$ cat config.mk
export PLATFORM = sky130hd
export DESIGN_NAME = bus_term_fifo
export DESIGN_NICKNAME = d
export VERILOG_FILES = /design/src/rtl/bus_term_fifo.sv
export SDC_FILE = /design/constraint.sdc
export NUM_CORES = 1
export LEC_CHECK = 0
export CORE_ASPECT_RATIO = 1.5
export CORE_UTILIZATION = 55
export DETAILED_ROUTE_END_ITERATION = 16
export MAX_ROUTING_LAYER = met4
export PLACE_DENSITY = 0.78
export SLEW_MARGIN = 20
export SYNTH_ARGS = -nofsm -noshare
export SYNTH_HDL_FRONTEND = slang
export SYNTH_HIERARCHICAL = 1
export SYNTH_SLANG_ARGS = --single-unit
$ cat constraint.sdc
create_clock -name clk -period 11.5 [get_ports clk]
set_clock_uncertainty 0.15 [all_clocks]
set_input_delay 2.3 -clock clk [delete_from_list [all_inputs] [get_ports clk]]
set_output_delay 2.3 -clock clk [all_outputs]
set_load 0.01 [all_outputs]
$ cat src/rtl/bus_term_fifo.sv
// bus_term_fifo: per-terminal port between one host terminal and one bus
// driver slot. The TX buffer queues host packets for the bus. The RX buffer
// keeps the bus deliveries addressed to this terminal or to broadcast.

// Show-ahead circular buffer with an occupancy count and a saturating drop
// counter. A write while full is accepted only when a read frees a slot in
// the same cycle.
module bus_term_fifo_buf #(
    parameter int W     = 16,
    parameter int DEPTH = 8
) (
    input  logic         clk,
    input  logic         reset,
    input  logic         wr_en,
    input  logic [W-1:0] wr_data,
    input  logic         rd_en,
    output logic [W-1:0] rd_data,
    output logic         not_empty,
    output logic         full,
    output logic         underflow,
    output logic [7:0]   drop_cnt
);
    localparam int AW = $clog2(DEPTH);
    localparam int CW = AW + 1;

    logic [W-1:0]  mem_q [DEPTH];
    logic [AW-1:0] rd_ptr_q, rd_ptr_d;
    logic [AW-1:0] wr_ptr_q, wr_ptr_d;
    logic [CW-1:0] cnt_q, cnt_d;
    logic [7:0]    drop_cnt_q, drop_cnt_d;
    logic          do_wr, do_rd, drop, empty;

    // Next-state logic: accept/drop decisions, pointer and count updates.
    always_comb begin
        // NOTE: every signal gets a default first so no path leaves it unassigned and infers a latch.
        rd_ptr_d   = rd_ptr_q;
        wr_ptr_d   = wr_ptr_q;
        cnt_d      = cnt_q;
        drop_cnt_d = drop_cnt_q;

        empty     = (cnt_q == '0);
        full      = (cnt_q == CW'(DEPTH));
        do_rd     = rd_en && !empty;
        do_wr     = reset && wr_en && (!full || rd_en);
        drop      = wr_en && full && !rd_en;
        underflow = rd_en && empty;

        if (do_rd) rd_ptr_d = rd_ptr_q + AW'(1);
        if (do_wr) wr_ptr_d = wr_ptr_q + AW'(1);
        cnt_d = cnt_q + CW'(do_wr) - CW'(do_rd);
        if (drop && drop_cnt_q != 8'hFF) drop_cnt_d = drop_cnt_q + 8'd1;
    end

    // State registers with synchronous active-low reset.
    always_ff @(posedge clk) begin
        // NOTE: sequential state uses non-blocking assignments so every flop samples pre-edge values.
        if (!reset) begin
            rd_ptr_q   <= '0;
            wr_ptr_q   <= '0;
            cnt_q      <= '0;
            drop_cnt_q <= '0;
        end else begin
            rd_ptr_q   <= rd_ptr_d;
            wr_ptr_q   <= wr_ptr_d;
            cnt_q      <= cnt_d;
            drop_cnt_q <= drop_cnt_d;
        end
    end

    // Storage array write port.
    always_ff @(posedge clk) begin
        // NOTE: the array is deliberately not reset; stale entries are never visible because the head is masked by empty.
        if (do_wr) mem_q[wr_ptr_q] <= wr_data;
    end

    // Show-ahead head, forced to zero while empty.
    always_comb begin
        not_empty = !empty;
        rd_data   = empty ? '0 : mem_q[rd_ptr_q];
        drop_cnt  = drop_cnt_q;
    end
endmodule

// Top: TX and RX buffers, destination filter and sticky underflow flag.
module bus_term_fifo #(
    parameter int         pckg_sz = 16,
    parameter int         depth   = 8,
    parameter logic [7:0] id      = 8'd0,
    parameter logic [7:0] bcast   = 8'hFF
) (
    input  logic               clk,
    input  logic               reset,
    input  logic               h_push,
    input  logic [pckg_sz-1:0] h_din,
    output logic               h_full,
    output logic               pndng,
    output logic [pckg_sz-1:0] D_pop,
    input  logic               pop,
    input  logic               push,
    input  logic [pckg_sz-1:0] D_push,
    input  logic               h_pop,
    output logic [pckg_sz-1:0] h_dout,
    output logic               h_valid,
    output logic [7:0]         tx_ovf_cnt,
    output logic [7:0]         rx_drop_cnt,
    output logic               err_underflow
);
    logic [7:0] dest;
    logic       rx_accept;
    logic       tx_uf, rx_uf;
    logic       rx_full;
    logic       err_underflow_q, err_underflow_d;

    // Destination filter and sticky underflow next state.
    always_comb begin
        dest            = D_push[pckg_sz-1 -: 8];
        rx_accept       = push && ((dest == id) || (dest == bcast));
        err_underflow_d = err_underflow_q | tx_uf | rx_uf;
    end

    // Sticky underflow register, cleared only by reset.
    always_ff @(posedge clk) begin
        if (!reset) err_underflow_q <= 1'b0;
        else        err_underflow_q <= err_underflow_d;
    end

    assign err_underflow = err_underflow_q;

    bus_term_fifo_buf #(.W(pckg_sz), .DEPTH(depth)) u_tx (
        .clk       (clk),
        .reset     (reset),
        .wr_en     (h_push),
        .wr_data   (h_din),
        .rd_en     (pop),
        .rd_data   (D_pop),
        .not_empty (pndng),
        .full      (h_full),
        .underflow (tx_uf),
        .drop_cnt  (tx_ovf_cnt)
    );

    // RX full is not exported; the host only sees h_valid and the drop count.
    bus_term_fifo_buf #(.W(pckg_sz), .DEPTH(depth)) u_rx (
        .clk       (clk),
        .reset     (reset),
        .wr_en     (rx_accept),
        .wr_data   (D_push),
        .rd_en     (h_pop),
        .rd_data   (h_dout),
        .not_empty (h_valid),
        .full      (rx_full),
        .underflow (rx_uf),
        .drop_cnt  (rx_drop_cnt)
    );

    logic unused_ok;
    assign unused_ok = rx_full;
endmodule
==> metrics.cfg, run 1 <==
[worst_hold_path]
hp-class=reg2reg
worstHoldPathCells=2
hp-start=u_tx/wr_ptr_q[0]
hold-path-endpoint=u_tx/wr_ptr_q[0]

[floorplan]
num_rows=65
initial_core_util_pct=56.2
coreArea_sq_um=21100
die_x_um=122
die_h_um=182
ioPinCount=90
die_area_sq_um=22100

[routing]
vias=6120
drt_iter0_drc=344
wl_um=23200
first_pass_iters=4
post_drt_wl_per_cell_um=22.3
via_per_inst=5.88
drc=0
postRouteAntennaNets=0

[placement]
place_inst=990
hpwl_um=14800
globalplace.congestion=0.741
placed_area_sq_um=13100
port_buffers=89

[timing]
clock.fmax_mhz=183
slew_headroom_pct=26.6
finalCriticalPeriod_ns=5.46
slew_viol_final=0
tightest_slew_ns=1.10
fin_setup_tns_ns=0
rsz0062_at_grt=false
post-route-period-util_pct=47.5
final-hold-violation-count=0
setup_viol=0

[layout]
area_growth_pct=18.2
diodes=0
utilization_pct=66.5
finalNetCount=809
finalNonFillerCells=1040
final_area_sq_um=14000
layout-drive-gt1-share_pct=18.3

[power_and_ir_drop]
p_leak_nw=4.40
vdd_drop_max_uv=175
swShare_pct=26.4
intPower_mw=2.12
pwr-share-clk_pct=30.8
total_power_mw=2.88
switchingPower_mw=0.761
combPwrFrac_pct=25.3
seq_power_share_pct=43.9
power.density_nw_per_um2=206

[worst_setup_path]
cp.required_ns=11.57
crit_path_max_incr_delay_ns=0.61
crit_slowest_cell=or4_1
reg2reg_slack_ns=8.22
crit_fanout=10
r2r-start=u_rx/cnt_q[2]
worstPathArrival_ns=5.54
crit_type=in2reg
path_cells=clkdlybuf4s50_1, or4_1, nor2_1, o21a_1, nand2_1, or3_2, nor2_1, buf_4
cpMostUsedCell=nor2_1
r2r_cells=11
rr_endpoint=u_rx/cnt_q[2]
end_kind=flip-flop
worstSetupStartpointType=primary input

[logic_synthesis]
syn_area_sq_um=11800
netlist_instances=650
avgSynthCellArea_sq_um=18.2
syn_nets=708
ys_warn_count=6

[clock_network]
clock_latency_ns=0.53
cts_tree=built
post_cts_buffers=0
path_clk_slew_ns=0.06
clockBufferDepth=3
cts-resized-gates=0
hold_buffers=0
clock-sinks=299
cts-root-buf=clkbuf_16
htreeDepth=1
cts_buffers=27

[global_routing]
globalRouteOverflowTotal=0
grt_pass1_wl_um=36100
grt_pass1_vias=6657
antenna_found_initial=0
grt_max_degree=33
grt.total_usage_pct=22.4

[job]
max_cap_viol_count=0

[run_status]
status=completed

-- worst max-delay path: cells and delay by family --
kind	cells	cell delay (ns)
AO/OA/AOI/OAI	1	0.32
buffers and inverters	2	0.93
AND/OR/NAND/NOR	5	1.98
-- power groups by stage --
| stage | sequential, mW | clock, mW | combinational [mW] |
|---|---|---|---|
| 6_report | 1.26 | 0.887 | 0.729 |
| 5_1_grt | 1.27 | 0.941 | 0.789 |
| 4_1_cts | 1.26 | 0.901 | 0.743 |
| 3_5_place_dp | 1.29 | 0 | 0.736 |
| 3_3_place_gp | 1.28 | 0 | 0.713 |
| 2_1_floorplan | 1.25 | 0 | 0.467 |
-- registers in the layout, summed over array words and instances (netlist names), named ones only --
register and count:
u_rx/wr_ptr_q 3, u_rx/drop_cnt 8, u_tx/mem_q 128, u_tx/wr_ptr_q 3, u_tx/rd_ptr_q 3, u_tx/cnt_q 4, err_underflow 1, u_tx/drop_cnt 8
u_rx/rd_ptr_q 3, u_rx/mem_q 128, u_rx/cnt_q 4
-- through the flow --
step                worst slack (ns)  hold slack [ns]
floorplan                       6.10            0.312
global placement                5.62            0.323
detailed placement              5.39            0.345
CTS                             5.94            0.353
global route                    5.86            0.393
finish                          6.04            0.356
-- cell usage in the layout (no fill, tap or decap), types with 10 or more instances in the layout --
cell / count
a21oi_1: 10
mux4_2: 64
nand2_1: 18
clkbuf_16: 27
dfxtp_1: 39
mux2i_1: 36
ha_1: 18
inv_1: 18
nand3_1: 12
clkdlybuf4s50_1: 89
edfxtp_1: 256
nor2_1: 60
-- how the worst max path moves through the flow --
| stage | startpoint | slack [ns] | to |
|---|---|---|---|
| after global placement | D_push[15] | 5.62 | u_rx/mem_q[6][3] |
| after detailed placement | D_push[15] | 5.39 | u_rx/mem_q[4][4] |
| after global routing | D_push[15] | 5.86 | u_rx/mem_q[2][6] |
| after floorplan | D_push[15] | 6.10 | u_rx/mem_q[0][0] |
| after CTS | D_push[15] | 5.94 | u_rx/mem_q[4][6] |
| final | D_push[15] | 6.04 | u_rx/mem_q[2][6] |
-- area by class of cell --
class,count,area (sq um)
Clock buffer,33,718
Clock inverter,17,165
Fill cell,1357,7070
Inverter,18,67.6
Multi-Input combinational cell,309,3210
Sequential cell,299,8550
Tap cell,268,335
Timing Repair Buffer,96,943
-- layer usage --
layer  part of all wire, %  track usage (%)  vias to the layer above
met4                   2.4             7.41                        0
met2                    56             40.3                      176
met5                     0                -                        -
met1                    38             25.5                     3136
met3                   4.0             2.73                       47
li1                      -                -                     2761
Note: power is estimated with default switching activity, not from simulation.
==> inputs of run 2 (changes only) <==
clock period = 5.6 ns   (was 11.5 ns; I/O delays follow)
==> metrics.cfg, run 2 (same netlist as run 1, synthesis figures left out) <==
[run_status]
status=completed  ; unchanged

[layout]
finalNetCount=817  ; was 809
final_common_cell=edfxtp_1  ; unchanged
layout-drive-gt1-share_pct=18.6  ; was 18.3%
area_growth_pct=18.2  ; about the same
top_regs=u_rx/mem_q (128), u_tx/mem_q (128)  ; unchanged
diodes=0  ; unchanged
final_cell_mix=edfxtp_1, clkdlybuf4s50_1, nor2_1  ; was edfxtp_1, clkdlybuf4s50_1, mux4_2

[routing]
postRouteAntennaNets=0  ; unchanged
post_drt_wl_per_cell_um=22.0  ; was 22.3 um
drc=0  ; unchanged
wl_um=23000  ; was 23200 um
vias=6203  ; was 6120
via_per_inst=5.92  ; was 5.88
drt_iter0_drc=357  ; was 344
first_pass_iters=4  ; unchanged

[global_routing]
grt_max_degree=33  ; unchanged
grt_pass1_vias=6686  ; was 6657
use_met2_pct=40.1  ; was 40.3%
top_usage_layer=met2  ; unchanged
antenna_found_initial=0  ; unchanged
grt_pass1_wl_um=35900  ; was 36100 um
grt.total_usage_pct=22.4  ; about the same
use_met3_pct=3.33  ; was 2.73%
globalRouteOverflowTotal=0  ; unchanged
use_met1_pct=25.2  ; was 25.5%

[placement]
pre_cts_ws_ns=0.958  ; was 5.39 ns
globalplace.congestion=0.767  ; was 0.741
hpwl_um=14400  ; was 14800 um
port_buffers=89  ; unchanged

[timing]
clock.fmax_mhz=231
rsz0062_at_grt=false  ; unchanged
slew_headroom_pct=22.0  ; was 26.6%
tightest_slew_ns=1.17  ; was 1.10 ns
final-hold-violation-count=0  ; unchanged
slew_viol_final=0  ; unchanged
fin_setup_tns_ns=0  ; unchanged
setup_viol=0  ; unchanged
setup_ws_ns=1.27  ; was 6.04 ns
post-route-period-util_pct=77.4
finalCriticalPeriod_ns=4.33

[clock_network]
cts-resized-gates=0  ; unchanged
clock_latency_ns=0.52  ; was 0.53 ns
clockBufferDepth=3  ; unchanged
cts-root-buf=clkbuf_16  ; unchanged
htreeDepth=1  ; unchanged
hold_buffers=0  ; unchanged
cts_buffers=27  ; unchanged
cts_tree=built  ; unchanged
clock-sinks=299  ; unchanged
path_clk_slew_ns=0.06  ; about the same
post_cts_buffers=0  ; unchanged

[floorplan]
initial_core_util_pct=56.2  ; unchanged
coreArea_sq_um=21100  ; unchanged
die_x_um=122  ; unchanged
num_rows=65  ; unchanged
die_h_um=182  ; unchanged
die_area_sq_um=22100  ; unchanged
ioPinCount=90  ; unchanged

[worst_setup_path]
rr_endpoint=u_tx/cnt_q[2]  ; was u_rx/cnt_q[2]
reg2reg_slack_ns=2.34  ; was 8.22 ns
crit_fanout=19  ; was 10
crit_type=reg2out  ; was in2reg
r2r-start=u_tx/cnt_q[2]  ; was u_rx/cnt_q[2]
worstPathArrival_ns=3.06  ; was 5.54 ns
cp.required_ns=4.33  ; was 11.57 ns
end_kind=output port  ; was flip-flop
worstSetupStartpointType=flip-flop  ; was primary input
crit_end=D_pop[8]  ; was u_rx/mem_q[2][6]
r2r_cells=11  ; unchanged

[power_and_ir_drop]
power.density_nw_per_um2=419  ; was 206 nW/um^2
vdd_drop_max_uv=369  ; was 175 uV
p_leak_nw=4.45  ; was 4.40 nW

[worst_hold_path]
hp-class=reg2reg  ; unchanged
hp-start=err_underflow  ; was u_tx/wr_ptr_q[0]

[job]
max_cap_viol_count=0  ; unchanged

-- run 2: cell types whose count changed in the layout (fill, tap and decap cells not counted), moves of 3 or more --
cell,before,now
buf_4,7,15
clkinv_1,6,2
inv_4,0,3
nor2_1,60,67
nor2_2,7,3
nor2_4,3,0
-- run 2: final cells by class --
cell class / instances / area [sq um]
clock buffers: 35 / 736
inverters: 18 / 67.6
repair buffers: 104 / 1000
flip-flops and latches: 299 / 8550
fillers: 1341 / 7060
multi-input cells: 309 / 3180
well taps: 268 / 335
clock inverters: 14 / 125
-- run 2: through the flow --
stage	total power [mW]	instances	area [sq um]	hold WS [ns]	util (%)
finish	5.87	1047	14000	0.324	66.5
global route	6.13	1047	14000	0.354	66.5
detailed placement	4.15	998	13100	0.313	62.4
CTS	5.93	1047	14000	0.328	66.5
floorplan	3.53	650	11800	0.312	-
global placement	4.09	998	13100	0.309	62.4
-- run 2: worst min path at each step --
stage,to,slack [ns],cells after the start
floorplan,u_rx/wr_ptr_q[0],0.31,2
global placement,err_underflow,0.31,1
detailed placement,err_underflow,0.31,1
CTS,err_underflow,0.33,1
global route,err_underflow,0.35,1
finish,err_underflow,0.32,1
-- run 2: report_power, final --
group | switching, mW | total, mW | internal, mW
Clock | 0.759 | 1.78 | 1.02
Combinational | 0.612 | 1.42 | 0.812
Sequential | 0.176 | 2.66 | 2.49
-- run 2: worst max-delay path, stage by stage, from the launching register on --
cell	delay, ns
dfxtp_2	0.78
buf_4	0.42
mux4_2	0.56
mux2i_1	0.18
nor2_1	0.07
clkdlybuf4s50_1	0.52
-- run 2: per-layer routing --
metal / share of wire [%] / routed length (um)
met2: 55 / 12600
met3: 5.1 / 1180
met4: 2.3 / 524
met5: 0 / 0
met1: 38 / 8700
